===== config.mk =====
export PLATFORM = sky130hd
export DESIGN_NAME = card_deal_sequencer_flat
export DESIGN_NICKNAME = d
export VERILOG_FILES = /design/src/rtl/bj_pkg.sv /design/src/rtl/card_deal_sequencer_if.sv /design/src/rtl/key_edge_sync.sv /design/src/rtl/card_deal_sequencer.sv /design/src/flat_wrapper.sv
export SDC_FILE = /design/constraint.sdc
export NUM_CORES = 1
export LEC_CHECK = 0
export ABC_AREA = 1
export CAP_MARGIN = 30
export CORE_MARGIN = 3
export CORE_UTILIZATION = 40
export CTS_BUF_LIST = sky130_fd_sc_hd__clkbuf_16
export CTS_CLUSTER_SIZE = 12
export DETAILED_ROUTE_END_ITERATION = 6
export PLACE_DENSITY = 0.69
export SYNTH_ARGS = -nofsm -noshare
export SYNTH_HDL_FRONTEND = slang
export SYNTH_SLANG_ARGS = --single-unit

===== constraint.sdc =====
create_clock -name i_clk -period 2.8 [get_ports i_clk]
set_input_delay 0.56 -clock i_clk [delete_from_list [all_inputs] [get_ports i_clk]]
set_output_delay 0.56 -clock i_clk [all_outputs]
set_load 0.03 [all_outputs]

===== src/rtl/bj_pkg.sv =====
// rtl/bj_pkg.sv - shared blackjack constants, deal state encoding and card helpers
// Purpose: constants shared by the card sequencer, the game FSM and the score display.
// Contents: card width/limits, LFSR tap mask, deal FSM state type, LFSR step and card mapping.
package bj_pkg;

    localparam int                CARD_W    = 5;
    localparam logic [CARD_W-1:0] CARD_MAX  = 5'd10;
    localparam logic [CARD_W-1:0] BLACKJACK = 5'd21;

    // Right-shifting Galois form of x^16+x^14+x^13+x^11+1.
    localparam logic [15:0] LFSR_TAPS = 16'hB400;

    typedef enum logic [2:0] {
        ST_IDLE    = 3'd0,
        ST_DEAL_P1 = 3'd1,
        ST_DEAL_P2 = 3'd2,
        ST_DEAL_D1 = 3'd3,
        ST_READY   = 3'd4
    } deal_state_t;

    function automatic logic [15:0] lfsr_next(input logic [15:0] v);
        return v[0] ? ((v >> 1) ^ LFSR_TAPS) : (v >> 1);
    endfunction

    // Nibbles 0..9 map to 1..10; 10..15 fold onto 10, so face cards weigh more.
    function automatic logic [CARD_W-1:0] card_from_nibble(input logic [3:0] n);
        return (n < 4'd10) ? ({1'b0, n} + 5'd1) : CARD_MAX;
    endfunction

endpackage


===== src/rtl/card_deal_sequencer_if.sv =====
// rtl/card_deal_sequencer_if.sv - key/control inputs and card outputs of the deal sequencer
// Purpose: bundles the sequencer's request and card signals.
// Ports: enter_n/pass_n raw active-low keys, new_round pulse, round_over level;
//        card value, p_valid/d_valid destination strobes, busy, deal_done, cards_used.
// Modports: master = game side driving requests, slave = sequencer.
interface card_deal_sequencer_if;
    import bj_pkg::*;

    logic              enter_n;
    logic              pass_n;
    logic              new_round;
    logic              round_over;
    logic [CARD_W-1:0] card;
    logic              p_valid;
    logic              d_valid;
    logic              busy;
    logic              deal_done;
    logic [3:0]        cards_used;

    modport master (
        output enter_n, pass_n, new_round, round_over,
        input  card, p_valid, d_valid, busy, deal_done, cards_used
    );

    modport slave (
        input  enter_n, pass_n, new_round, round_over,
        output card, p_valid, d_valid, busy, deal_done, cards_used
    );

endinterface


===== src/rtl/key_edge_sync.sv =====
// rtl/key_edge_sync.sv - 2-FF synchronizer and falling-edge pulse for a raw key
// Purpose: turns an asynchronous active-low key into a single-cycle request.
// Ports: i_clk, i_rst (async, active high), i_key_n raw key, o_req one-cycle request.
// A press becomes visible on o_req three cycles after the key level changes;
// holding the key yields only one pulse.
module key_edge_sync (
    input  logic i_clk,
    input  logic i_rst,
    input  logic i_key_n,
    output logic o_req
);

    logic r_sync1;
    logic r_sync2;
    logic r_prev;
    logic r_req;

    // Chain resets to the released (high) level so reset never looks like a press.
    always_ff @(posedge i_clk or posedge i_rst) begin
        if (i_rst) begin
            r_sync1 <= 1'b1;
            r_sync2 <= 1'b1;
            r_prev  <= 1'b1;
            r_req   <= 1'b0;
        end else begin
            r_sync1 <= i_key_n;
            r_sync2 <= r_sync1;
            r_prev  <= r_sync2;
            r_req   <= r_prev & ~r_sync2;
        end
    end

    assign o_req = r_req;

endmodule


===== src/rtl/card_deal_sequencer.sv =====
// rtl/card_deal_sequencer.sv - shared card source, opening deal and hit/draw arbitration
// Purpose: owns the card LFSR, deals player/player/dealer on new_round, then serves
//          player-hit and dealer-draw requests one card per cycle.
// Ports: i_clk, i_rst (async, active high), bus (slave modport of card_deal_sequencer_if).
// Parameters: LFSR_SEED non-zero LFSR reset value, MAX_CARDS cards per round incl. deal.
module card_deal_sequencer
    import bj_pkg::*;
#(
    parameter logic [15:0] LFSR_SEED = 16'hACE1,
    parameter int          MAX_CARDS = 8
) (
    input  logic                 i_clk,
    input  logic                 i_rst,
    card_deal_sequencer_if.slave bus
);

    localparam logic [3:0] MAX_C = 4'(MAX_CARDS);

    logic [15:0]       r_lfsr;
    deal_state_t       r_state;
    logic              r_p_pend;
    logic              r_d_pend;
    logic [CARD_W-1:0] r_card;
    logic              r_p_valid;
    logic              r_d_valid;
    logic              r_busy;
    logic              r_deal_done;
    logic [3:0]        r_cards_used;

    logic              w_p_req;
    logic              w_d_req;
    logic              w_p_want;
    logic              w_d_want;
    logic [CARD_W-1:0] w_card;

    key_edge_sync u_enter_sync (
        .i_clk   (i_clk),
        .i_rst   (i_rst),
        .i_key_n (bus.enter_n),
        .o_req   (w_p_req)
    );

    key_edge_sync u_pass_sync (
        .i_clk   (i_clk),
        .i_rst   (i_rst),
        .i_key_n (bus.pass_n),
        .o_req   (w_d_req)
    );

    // A fresh request is served in the same cycle it arrives, so it does not
    // need to pass through the pending flag first.
    assign w_p_want = r_p_pend | w_p_req;
    assign w_d_want = r_d_pend | w_d_req;
    assign w_card   = card_from_nibble(r_lfsr[3:0]);

    // Outputs are registered together with the state they belong to: the state
    // register always names what is currently being presented.
    always_ff @(posedge i_clk or posedge i_rst) begin
        if (i_rst) begin
            r_lfsr       <= LFSR_SEED;
            r_state      <= ST_IDLE;
            r_p_pend     <= 1'b0;
            r_d_pend     <= 1'b0;
            r_card       <= '0;
            r_p_valid    <= 1'b0;
            r_d_valid    <= 1'b0;
            r_busy       <= 1'b0;
            r_deal_done  <= 1'b0;
            r_cards_used <= '0;
        end else begin
            r_lfsr      <= lfsr_next(r_lfsr);
            r_card      <= '0;
            r_p_valid   <= 1'b0;
            r_d_valid   <= 1'b0;
            r_deal_done <= 1'b0;

            if (bus.new_round) begin
                // Restart from any state; the LFSR keeps running.
                r_state      <= ST_DEAL_P1;
                r_busy       <= 1'b1;
                r_p_valid    <= 1'b1;
                r_card       <= w_card;
                r_cards_used <= 4'd1;
                r_p_pend     <= 1'b0;
                r_d_pend     <= 1'b0;
            end else begin
                case (r_state)
                    ST_DEAL_P1: begin
                        r_state      <= ST_DEAL_P2;
                        r_p_valid    <= 1'b1;
                        r_card       <= w_card;
                        r_cards_used <= r_cards_used + 4'd1;
                    end
                    ST_DEAL_P2: begin
                        r_state      <= ST_DEAL_D1;
                        r_d_valid    <= 1'b1;
                        r_deal_done  <= 1'b1;
                        r_card       <= w_card;
                        r_cards_used <= r_cards_used + 4'd1;
                    end
                    ST_DEAL_D1: begin
                        r_state <= ST_READY;
                        r_busy  <= 1'b0;
                    end
                    ST_READY: begin
                        if (bus.round_over || (r_cards_used >= MAX_C)) begin
                            r_p_pend <= 1'b0;
                            r_d_pend <= 1'b0;
                        end else if (w_p_want) begin
                            // Player wins a tie; a simultaneous dealer request waits one cycle.
                            r_p_valid    <= 1'b1;
                            r_card       <= w_card;
                            r_cards_used <= r_cards_used + 4'd1;
                            r_p_pend     <= 1'b0;
                            r_d_pend     <= w_d_want;
                        end else if (w_d_want) begin
                            r_d_valid    <= 1'b1;
                            r_card       <= w_card;
                            r_cards_used <= r_cards_used + 4'd1;
                            r_d_pend     <= 1'b0;
                        end
                    end
                    default: begin
                        r_state <= ST_IDLE;
                    end
                endcase
            end
        end
    end

    assign bus.card       = r_card;
    assign bus.p_valid    = r_p_valid;
    assign bus.d_valid    = r_d_valid;
    assign bus.busy       = r_busy;
    assign bus.deal_done  = r_deal_done;
    assign bus.cards_used = r_cards_used;

endmodule


===== src/flat_wrapper.sv =====
// flat-port wrapper written by rule: the top's interface ports become plain ports
module card_deal_sequencer_flat import bj_pkg::*;
#(
    parameter logic [15:0] LFSR_SEED = 16'hACE1,
    parameter int          MAX_CARDS = 8
)
  (i_clk, i_rst, bus_enter_n, bus_pass_n, bus_new_round, bus_round_over, bus_card, bus_p_valid, bus_d_valid, bus_busy, bus_deal_done, bus_cards_used);
  card_deal_sequencer_if bus_i ();
  input  logic i_clk;
  input  logic i_rst;
  input wire logic [$bits(bus_i.enter_n)-1:0] bus_enter_n;
  input wire logic [$bits(bus_i.pass_n)-1:0] bus_pass_n;
  input wire logic [$bits(bus_i.new_round)-1:0] bus_new_round;
  input wire logic [$bits(bus_i.round_over)-1:0] bus_round_over;
  output wire logic [$bits(bus_i.card)-1:0] bus_card;
  output wire logic [$bits(bus_i.p_valid)-1:0] bus_p_valid;
  output wire logic [$bits(bus_i.d_valid)-1:0] bus_d_valid;
  output wire logic [$bits(bus_i.busy)-1:0] bus_busy;
  output wire logic [$bits(bus_i.deal_done)-1:0] bus_deal_done;
  output wire logic [$bits(bus_i.cards_used)-1:0] bus_cards_used;
  assign bus_i.enter_n = bus_enter_n;
  assign bus_i.pass_n = bus_pass_n;
  assign bus_i.new_round = bus_new_round;
  assign bus_i.round_over = bus_round_over;
  assign bus_card = bus_i.card;
  assign bus_p_valid = bus_i.p_valid;
  assign bus_d_valid = bus_i.d_valid;
  assign bus_busy = bus_i.busy;
  assign bus_deal_done = bus_i.deal_done;
  assign bus_cards_used = bus_i.cards_used;
  card_deal_sequencer #(.LFSR_SEED(LFSR_SEED), .MAX_CARDS(MAX_CARDS)) u_core (.i_clk(i_clk), .i_rst(i_rst), .bus(bus_i));
endmodule

==> flow_metrics.env, run 1 <==
export IMPL_path_max_fanout=7
export IMPL_rows=21
export IMPL_cts_hold_buf=0
export IMPL_fp_dieW_um=67.98
export IMPL_cts_resized=0
export IMPL_hp_start="u_core.r_lfsr[4]"
export IMPL_yosysWarnings=0
export IMPL_rsz0062_at_grt="false"
export IMPL_total_power_mw=1.417
export IMPL_leakage_nw=0.9246
export IMPL_cts_tree="done"
export IMPL_clock_latency_ns=0.28
export IMPL_p_int_mw=1.073
export IMPL_dp_hpwl_mm=1.594
export IMPL_antenna_left=0
export IMPL_critPathRequiredTime_ns=2.24
export IMPL_critPathTopFamily="buffers and inverters"
export IMPL_layout_common_cells="27 x dfrtp_1, 21 x nand2_1, 18 x clkdlybuf4s50_1"
export IMPL_combPwrFrac_pct=12.5
export IMPL_ys_ff_latch=41
export IMPL_endpoint_kind="primary output"
export IMPL_syn_area_per_cell_sq_um=12.00
export IMPL_p_switching_uw=344.8
export IMPL_ys_types=26
export IMPL_track_usage_pct=12.78
export IMPL_vdd_ir_drop_max_mv=0.3830
export IMPL_coreArea_sq_um=3521
export IMPL_die_area_sq_um=4621
export IMPL_wire_per_inst_um=11.90
export IMPL_slowest_delay_ns=0.71
export IMPL_start_util_pct=43.64
export IMPL_clkPwrFrac_pct=41.4
export IMPL_slew_viol_final=0
export IMPL_dp_cells=191
export IMPL_layout_commonest_cell="dfrtp_1"
export IMPL_placement_io_buffers=18
export IMPL_syn_area_sq_um=1536
export IMPL_finalCriticalPeriod_ns=2.023
export IMPL_area_growth_pct=25.57
export IMPL_cts_buffers=5
export IMPL_setup_viol=0
export IMPL_critPathArrivalTime_ns=1.46
export IMPL_p_sw_share_pct=24.33
export IMPL_cp_cell_sequence="clkdlybuf4s50_1"
export IMPL_hold_path_class="flip-flop to flip-flop"
export IMPL_grt_pass1_wl_mm=4.140
export IMPL_ctsLongestPathBuffers=2
export IMPL_htreeDepth=2
export IMPL_status="complete, no violations"
export IMPL_drive_above_1_share_pct=20.92
export IMPL_grt_ovfl_total=0
export IMPL_grt_max_degree=42
export IMPL_syn_nets=137
export IMPL_grt_antenna_before_repair=0
export IMPL_path_buf_inv=1
export IMPL_fin_worst_skew_ns=0.006255
export IMPL_synthesis_instances=128
export IMPL_io_pins=19
export IMPL_wirelength_mm=2.368
export IMPL_avgViaCountPerCell=4.638
export IMPL_clk_pin_slew_worst_paths_ns=0.06
export IMPL_drcViolationCount=0
export IMPL_power_density_nw_per_um2=734.6
export IMPL_yosysSeqAreaShare_pct=67.92
export IMPL_cap_violations=0
export IMPL_hold_viol_final=0
export IMPL_drt_pass1_iter_count=4
export IMPL_pre_cts_slack_ns=0.7949
export IMPL_instances_no_fill=199
export IMPL_grt_pass1_vias=954
export IMPL_postCtsSetupRepairBufs=0
export IMPL_rr_startpoint="u_core.bus.cards_used[3]"
export IMPL_seq_power_share_pct=46.2
export IMPL_setup_ws_ns=0.7767
export IMPL_clock_sinks=41
export IMPL_root_buffer="clkbuf_16"
export IMPL_gp_congestion=0.8225
export IMPL_critPathKind="flip-flop to primary output"
export IMPL_startpoint="u_core.bus.cards_used[0]"
export IMPL_fin_crit_sh_pct=72.26
export IMPL_tns_ns=0
export IMPL_finalCoreUtilization_pct=54.80
export IMPL_antenna_cells=0
export IMPL_worst_setup_path_start_kind="flip-flop"
export IMPL_vias=923
export IMPL_crit_path_top_delay_cell="clkdlybuf4s50_1"
export IMPL_max_freq_mhz=494.2
export IMPL_drt_initial_drc_count=61
export IMPL_nets=161
export IMPL_die_h_um=67.98
==> power by group through the flow <==
stage | clock (mW) | sequential, mW | combinational, mW
6_report | 0.586 | 0.654 | 0.177
5_1_grt | 0.630 | 0.660 | 0.196
4_1_cts | 0.605 | 0.655 | 0.180
3_5_place_dp | 0 | 0.664 | 0.177
3_3_place_gp | 0 | 0.663 | 0.174
2_1_floorplan | 0 | 0.695 | 0.0808
==> metrics by stage <==
stage | cell area (sq um) | hold slack [ns]
finish | 1929 | 0.3428
global placement | 1770 | 0.3421
detailed placement | 1770 | 0.3379
floorplan | 1536 | 0.3312
global route | 1929 | 0.3579
CTS | 1929 | 0.3498
==> cell type report <==
| class | instances | area (sq um) |
|---|---|---|
| repair buffers | 19 | 187.7 |
| multi-input cells | 69 | 421.7 |
| clock buffers | 6 | 150.1 |
| fillers | 318 | 1592 |
| clock inverters | 2 | 8.758 |
| inverters | 16 | 60.06 |
| flip-flops and latches | 41 | 1044 |
| well taps | 46 | 57.56 |
==> state kept, by name (all words and copies together) (netlist names), 3 cells and up <==
signal	flops
u_core.bus.cards_used	4
u_core.r_state	3
u_core.bus.card	5
u_core.r_lfsr	16
==> cells in the mapped netlist, drive strengths merged <==
| master | n | area, sq um |
|---|---|---|
| a21boi | 1 | 7.510 |
| a21oi | 6 | 30.03 |
| buf | 1 | 7.510 |
| clkbuf | 1 | 3.750 |
| clkinv | 1 | 3.750 |
| conb | 1 | 3.750 |
| dfrtp | 27 | 675.7 |
| dfstp | 14 | 367.9 |
| ha | 3 | 37.54 |
| inv | 15 | 56.31 |
| nand2 | 23 | 101.4 |
| nand3 | 12 | 77.58 |
| nand4 | 3 | 18.77 |
| nor2 | 10 | 63.82 |
| nor2b | 1 | 6.260 |
| nor3 | 1 | 16.27 |
| o21ai | 3 | 15.01 |
| xnor2 | 1 | 8.760 |
| xor2 | 4 | 35.03 |
==> worst paths after layout <==
kind                                               to  slack (ns)  cells past startpoint
max                                 bus_cards_used[0]        0.78                      1
min                                  u_core.r_lfsr[3]        0.34                      0
max reg2reg                           u_core.r_d_pend        1.52                      4
min reg2reg                          u_core.r_lfsr[3]        0.34                      0
max in group asynchronous  u_core.u_enter_sync.r_prev        1.75                      3
min in group asynchronous            u_core.r_lfsr[3]        0.70                      3
==> layer usage <==
| layer | track usage (%) | vias up | share of wire, % |
|---|---|---|---|
| met4 | 7.940 | 0 | 2.5 |
| met3 | 5.090 | 6 | 7.0 |
| met2 | 21.42 | 23 | 49 |
| li1 | - | 446 | - |
| met1 | 13.30 | 448 | 41 |
| met5 | 0 | - | 0 |
==> kinds of logic (layout without fill, tap and decap cells) <==
family	after synthesis	count (layout)	share of synthesized area, %
AO/OA/AOI/OAI	10	10	3.420
XOR/XNOR	5	5	2.850
adder cells (fa/ha/maj)	3	3	2.443
buffers and inverters	18	43	4.642
flip-flops	41	41	67.92
other	1	1	0.2441
AND/OR/NAND/NOR	50	50	18.49
Note: power is estimated with default switching activity, not from simulation.
==> run 2: changes to the inputs <==
==> constraint.sdc (replaced) <==
create_clock -name i_clk -period 2.1 [get_ports i_clk]
set_input_delay 0.42 -clock i_clk [delete_from_list [all_inputs] [get_ports i_clk]]
set_output_delay 0.42 -clock i_clk [all_outputs]
set_load 0.03 [all_outputs]
==> flow_metrics.env, run 2 (synthesis gave the netlist of run 1 again) <==
export IMPL_status="complete, no violations"
export IMPL_startpoint="u_core.bus.cards_used[0]"
export IMPL_drt_pass1_iter_count=6
export IMPL_cap_violations=0
export IMPL_critPathTopFamily="buffers and inverters"
export IMPL_path_buf_inv=1
export IMPL_fin_crit_sh_pct=90.85
export IMPL_crit_path_top_delay_cell="clkdlybuf4s50_1"
export IMPL_finalCoreUtilization_pct=55.22
export IMPL_ctsLongestPathBuffers=2
export IMPL_clock_sinks=41
export IMPL_critical_path_depth=1
export IMPL_grt_ovfl_total=0
export IMPL_slew_viol_final=0
export IMPL_multi_input_area_sq_um=421.7
export IMPL_postCtsSetupRepairBufs=0
export IMPL_die_area_sq_um=4621
export IMPL_finalCriticalPeriod_ns=1.908
export IMPL_grt_pass1_vias=964
export IMPL_critPathArrivalTime_ns=1.49
export IMPL_setup_viol=0
export IMPL_htreeDepth=2
export IMPL_antenna_left=0
export IMPL_leakage_nw=0.9237
export IMPL_slowest_delay_ns=0.72
export IMPL_cts_resized=0
export IMPL_drive_above_1_share_pct=21.43
export IMPL_reg2reg_depth=4
export IMPL_seq_area_sq_um=1044
export IMPL_vias=947
export IMPL_cts_hold_buf=0
export IMPL_layout_common_cells="27 x dfrtp_1, 21 x nand2_1, 18 x clkdlybuf4s50_1"
export IMPL_clk_pin_slew_worst_paths_ns=0.06
export IMPL_cp_cell_sequence="clkdlybuf4s50_1"
export IMPL_tns_ns=0
export IMPL_placement_io_buffers=18
export IMPL_fin_worst_skew_ns=0.005240
export IMPL_cts_buffers=5
export IMPL_coreArea_sq_um=3521
export IMPL_hp_start="u_core.r_lfsr[4]"
export IMPL_dp_hpwl_mm=1.726
export IMPL_avgViaCountPerCell=4.735
export IMPL_hold_viol_final=0
export IMPL_power_density_nw_per_um2=1008
export IMPL_cts_tree="done"
export IMPL_drcViolationCount=0
export IMPL_layout_commonest_cell="dfrtp_1"
export IMPL_rr_startpoint="u_core.bus.cards_used[3]"
export IMPL_top_register="u_core.r_lfsr"
export IMPL_fp_dieW_um=67.98
export IMPL_wire_per_inst_um=12.88
export IMPL_whs_path_depth=0
export IMPL_path_max_fanout=7
export IMPL_critPathKind="flip-flop to primary output"
export IMPL_hold_path_class="flip-flop to flip-flop"
export IMPL_drt_initial_drc_count=53
export IMPL_vdd_ir_drop_max_mv=0.7315
export IMPL_die_h_um=67.98
export IMPL_fillCellCount=295
export IMPL_track_usage_pct=13.74
export IMPL_largest_reg_flops=16
export IMPL_endpoint_kind="primary output"
export IMPL_rsz0062_at_grt="false"
export IMPL_antenna_cells=0
export IMPL_grt_pass1_wl_mm=4.471
export IMPL_area_growth_pct=26.55
export IMPL_grt_max_degree=42
export IMPL_start_util_pct=43.64
export IMPL_gp_congestion=0.8906
export IMPL_critPathRequiredTime_ns=1.68
export IMPL_io_pins=19
export IMPL_clock_latency_ns=0.28
export IMPL_nets=162
export IMPL_root_buffer="clkbuf_16"
export IMPL_grt_antenna_before_repair=0
export IMPL_worst_setup_path_start_kind="flip-flop"
export IMPL_wirelength_mm=2.576
export IMPL_max_freq_mhz=524.2
export IMPL_rows=21
-- run 2: cell types whose count changed in the layout (fill, tap and decap cells not counted) --
cell        previous run  this run
clkinv_2               1         0
bufinv_16              0         1
buf_4                  1         2
clkinv_1               1         2
inv_1                 14        13
clkinvlp_4             0         1
clkbuf_16              6         5
-- run 2: layout make-up --
class / instances / share of cell area [%]
Clock buffer: 5 / 6.435
Clock inverter: 3 / 2.124
Inverter: 16 / 3.089
Multi-Input combinational cell: 69 / 21.69
Sequential cell: 41 / 53.67
Tap cell: 46 / 2.960
Timing Repair Buffer: 20 / 10.04
-- run 2: per-stage QoR --
stage               total power [mW]  cells  worst slack [ns]  hold WS, ns  area [sq um]
finish                         1.961    200            0.1922       0.3511          1944
global route                   2.042    200            0.1555       0.3545          1944
CTS                            1.984    200            0.2069       0.3536          1944
detailed placement             1.126    192            0.4586       0.3347          1778
global placement               1.116    192            0.5061       0.3384          1778
floorplan                      1.035    128            0.7572       0.3312          1536
-- run 2: path summary, 6_finish.rpt --
| check | slack [ns] | endpoint |
|---|---|---|
| hold / removal | 0.35 | u_core.r_lfsr[3] |
| setup reg to reg | 0.84 | u_core.r_d_pend |
| min in group asynchronous | 0.57 | u_core.bus.card[4] |
| hold reg to reg | 0.35 | u_core.r_lfsr[3] |
| setup / recovery | 0.19 | bus_cards_used[0] |
| max in group asynchronous | 1.17 | u_core.r_lfsr[0] |
-- run 2: layer usage --
metal / up-vias / track usage (%) / wire [um]
met3: 8 / 6.404 / 180
met4: 0 / 7.692 / 65
met5: - / 0 / 0
met2: 32 / 21.42 / 1245
li1: 450 / - / -
met1: 457 / 15.47 / 1084
-- run 2: power by group --
part	switching [mW]	internal [mW]	leakage, nW
Combinational	0.145	0.0935	0.348
Sequential	0.0431	0.832	0.498
Clock	0.292	0.556	0.0775
